`src/rtl/dsync_hs_tx.sv`:
```
// Source-side controller for a 4-phase req/ack handshake carrying one DW-bit word
// into another clock domain, with an optional REQ/DROP timeout and a sticky error flag.
module dsync_hs_tx #(
    parameter int DW      = 32,
    parameter int PS      = 2,
    parameter int TIMEOUT = 0
) (
    input  logic          clk,
    input  logic          nreset,
    input  logic          in_valid,
    input  logic [DW-1:0] in_data,
    output logic          in_ready,
    output logic          tx_req,
    output logic [DW-1:0] tx_data,
    input  logic          tx_ack,
    output logic          busy,
    output logic          done,
    output logic          err,
    input  logic          err_clr
);

    localparam int CW = (TIMEOUT > 0) ? $clog2(TIMEOUT + 1) : 1;

    typedef enum logic [1:0] {
        IDLE = 2'd0,
        REQ  = 2'd1,
        DROP = 2'd2
    } state_t;

    state_t          state;
    logic [PS-1:0]   ack_sync;
    logic            ack_s;
    logic [CW-1:0]   cnt;
    logic [CW-1:0]   cnt_inc;
    logic            tmo_hit;
    logic            err_q;

    assign ack_s    = ack_sync[PS-1];
    assign in_ready = (state == IDLE) && !ack_s;
    assign busy     = (state != IDLE);

    // With TIMEOUT=0 the counter is held at zero and the abort path is constant-false.
    assign cnt_inc  = (TIMEOUT > 0) ? cnt + CW'(1) : '0;
    assign tmo_hit  = (TIMEOUT > 0) && (cnt == CW'(TIMEOUT - 1));
    assign err      = (TIMEOUT > 0) ? err_q : 1'b0;

    // ack synchronizer stage boundary: tx_ack is asynchronous to clk
    always_ff @(posedge clk) begin
        if (!nreset) begin
            ack_sync <= '0;
        end else begin
            ack_sync <= {ack_sync[PS-2:0], tx_ack};
        end
    end

    // handshake FSM stage boundary: all outputs registered here
    always_ff @(posedge clk) begin
        if (!nreset) begin
            state   <= IDLE;
            tx_req  <= 1'b0;
            tx_data <= '0;
            done    <= 1'b0;
            err_q   <= 1'b0;
            cnt     <= '0;
        end else begin
            done <= 1'b0;
            if (err_clr) begin
                err_q <= 1'b0;
            end
            case (state)
                IDLE: begin
                    cnt <= '0;
                    if (in_valid && in_ready) begin
                        state   <= REQ;
                        tx_data <= in_data;
                        tx_req  <= 1'b1;
                    end
                end
                REQ: begin
                    if (ack_s) begin
                        state  <= DROP;
                        tx_req <= 1'b0;
                        cnt    <= '0;
                    end else if (tmo_hit) begin
                        // abort; a late ack is fenced off by in_ready while ack_s is high
                        state  <= IDLE;
                        tx_req <= 1'b0;
                        err_q  <= 1'b1;
                        cnt    <= '0;
                    end else begin
                        cnt <= cnt_inc;
                    end
                end
                DROP: begin
                    if (!ack_s) begin
                        state <= IDLE;
                        done  <= 1'b1;
                        cnt   <= '0;
                    end else if (tmo_hit) begin
                        state <= IDLE;
                        err_q <= 1'b1;
                        cnt   <= '0;
                    end else begin
                        cnt <= cnt_inc;
                    end
                end
                default: begin
                    state  <= IDLE;
                    tx_req <= 1'b0;
                    cnt    <= '0;
                end
            endcase
        end
    end

endmodule
```
`config.mk`:
```
export PLATFORM = sky130hd
export DESIGN_NAME = dsync_hs_tx
export DESIGN_NICKNAME = d
export VERILOG_FILES = /design/src/rtl/dsync_hs_tx.sv
export SDC_FILE = /design/constraint.sdc
export NUM_CORES = 1
export LEC_CHECK = 0
export ABC_AREA = 0
export BUFFER_PORTS_ARGS = -buffer_cell sky130_fd_sc_hd__buf_2
export CAP_MARGIN = 10
export CORE_AREA = 2 2 56 71
export DETAILED_ROUTE_END_ITERATION = 8
export DIE_AREA = 0 0 58 73
export PLACE_DENSITY_LB_ADDON = 0.05
export SLEW_MARGIN = 5
export SYNTH_ARGS = -nofsm -noshare
export SYNTH_HDL_FRONTEND = slang
export SYNTH_SLANG_ARGS = --single-unit
```
`constraint.sdc`:
```
create_clock -name clk -period 1.3 [get_ports clk]
set_input_delay 0.195 -clock clk [delete_from_list [all_inputs] [get_ports clk]]
set_output_delay 0.195 -clock clk [all_outputs]
set_load 0.02 [all_outputs]
```
==> impl_metrics.toml <==
[die]
core_area_sq_um = 3630
ios = 74
die_x_microns = 58
dieArea_sq_um = 4230
initial_core_util_pct = 42.2
chipHeight_microns = 73
rows = 25

[power_and_ir_drop]
swShare_pct = 25.7
p_int_uw = 2060
p_leak_uw = 0.00110
pwr-share-comb_pct = 19.1
p_per_area_nw_per_um2 = 1270
power_uw = 2770
seqPwrFrac_pct = 46.0
ir_drop_v = 0.00102
p_clk_share_pct = 34.9
switchingPower_uw = 713

[yosys]
synth_nets = 198
yosys.area.top_type = "dfxtp_1"
synth_area_per_cell_sq_um = 9.51
ys_seq_area_share_pct = 49.7
synth_cell_types = 19
syn_inst = 161
synthesis.area_sq_um = 1530
netlist_top_cells_area = "dfxtp_1 (50%), mux2i_1 (21%), nand2_1 (16%)"
yosysWarnings = 0
ys_ff_latch = 38
synth_top_cell_area_share_pct = 49.7

[critical_path]
path_cells = "buf_6 -> or2_4 -> nor2_2 -> buf_4"
slowest_delay_ns = 0.33
cp_max_fo = 2
start_kind = "flop"
r2r_cells = 5
cp.required_ns = 1.11
cp.arrival_ns = 1.20
crit_path_end_kind = "output pin"
critPathKind = "flop to output pin"
cpMaxStageDelayCell = "dfxtp_2"

[cells_and_area]
finalNonFillerCells = 282
fin_util_pct = 60.0
diodes = 0
final_common_cell = "buf_2"
drive_gt1_share_pct = 40.9
area_growth_pct = 42.2
layout_common_cells = "buf_2 (69), nand2_1 (64), dfxtp_1 (36)"
nets = 278

[placed_design]
dp.cells = 266
pre_cts_slack_ns = 0.0160
hpwl_microns = 2390
port_buffers = 71
place_congestion = 0.675

[grt]
antenna_found_initial = 0
grt_pass1_wl_microns = 5060
grt_pass1_vias = 1185
grt_usage_pct = 15.7
grt_overflow = 0
grt_max_degree = 52

[timing]
setup-tns-final_ns = -0.351
final.min_clock_period_ns = 1.39
drv_slew = 0
fin_ws_ns = -0.0911
hold_violations = 0
setup_viol = 18
skew_ns = 0.00800
max_freq_mhz = 719
rsz0062_at_grt = "yes"
min_period_over_period_pct = 107

[route]
viasPerCell = 4.67
drt_wl_total_microns = 3450
vias = 1318
ant_nets = 0
drc = 0
dr_wl_met3_microns = 218
drt_iter0_drc = 43
met1Wirelength_microns = 1310
met2WireLength_microns = 1870
wire_per_inst_microns = 12.2
topRoutingLayerUsed = "met4"
firstDrtPassIters = 4

[run_status]
status = "finished, violations left"
violations = "setup timing"

[job]
drv_cap = 0

[clock_tree]
numCtsBuffers = 5
cts_tree = "built"
root_buffer = "clkbuf_8"
htree_levels = 2
clock_path_buffers = 2
cts_hold_buf = 0
insertion_delay_ns = 0.29
numClockSinks = 38
path_clk_slew_ns = 0.08

[hold_path]
hold_depth = 2
hold_path.class = "input pin to flop"
[registers in the layout, indices dropped and copies added, names as in the netlist]
register  flops
tx_data      32
ack_sync      2
state         2
done          1
tx_req        1
[stage by stage]
stage	cell area, sq um	hold WS, ns
6_report	2180	0.105
5_1_grt	2180	0.0998
4_1_cts	2070	0.0989
3_5_place_dp	1920	0.406
3_3_place_gp	1920	0.407
2_1_floorplan	1530	0.322
[final cells by class]
type,instances,area (sq um)
Sequential cell,38,763
Multi-Input combinational cell,110,673
Tap cell,40,50.0
Fill cell,351,1450
Timing Repair Buffer,86,582
Clock inverter,3,40.0
Clock buffer,5,68.8
[worst paths after layout]
check / from / endpoint / slack (ns)
min reg2reg: ack_sync[0]$_SDFF_PN0_ / ack_sync[1]$_SDFF_PN0_ / 0.44
max reg2reg: state[1]$_SDFFE_PN0P_ / tx_data[26]$_SDFFE_PN0P_ / -0.03
min: tx_ack / ack_sync[0]$_SDFF_PN0_ / 0.11
max: state[0]$_SDFFE_PN0P_ / in_ready / -0.09
[cells by family after synthesis]
group                  count (synthesis)  synth area share, %
flip-flops                            38                 49.7
buffers and inverters                 13                 7.27
multiplexers                          32                 20.9
other                                  1                0.245
AND/OR/NAND/NOR                       74                 20.4
XOR/XNOR                               1                0.572
AO/OA/AOI/OAI                          2                0.898
[power by group through the flow]
stage                     Sequential, uW  Combinational, uW  Clock, uW
after floorplan                     1390                223          0
after global placement              1300                452          0
after detailed placement            1300                465          0
after CTS                           1280                480       1000
after global routing                1280                571       1050
final                               1280                529        968
[synth_stat cells (all sizes together)]
library cell  count
conb              1
a22o              1
mux2i            32
xor2              1
and3              1
buf               7
nor4b             2
clkbuf            6
dfxtp            38
nand2            64
nor2              2
or2               1
o21ai             1
and2              3
nor4bb            1
[what timing repair did]
action,CTS,global route
resized for setup,5,6
pin swaps,4,3
endpoints found under the hold margin,0,0
buffers inserted,3,2
setup endpoints to repair,2,35
cloned,0,3
[per-layer routing]
layer | track usage, % | vias up
met1 | 17.1 | 590
met4 | 5.43 | 0
li1 | - | 678
met3 | 5.32 | 4
met5 | 0 | -
met2 | 27.9 | 46
[critical path: cells and delay by family, from the launching register on]
kind	cells	cell delay [ns]
flip-flops	1	0.33
AND/OR/NAND/NOR	2	0.34
buffers and inverters	2	0.25
Note: power is estimated with default switching activity, not from simulation.
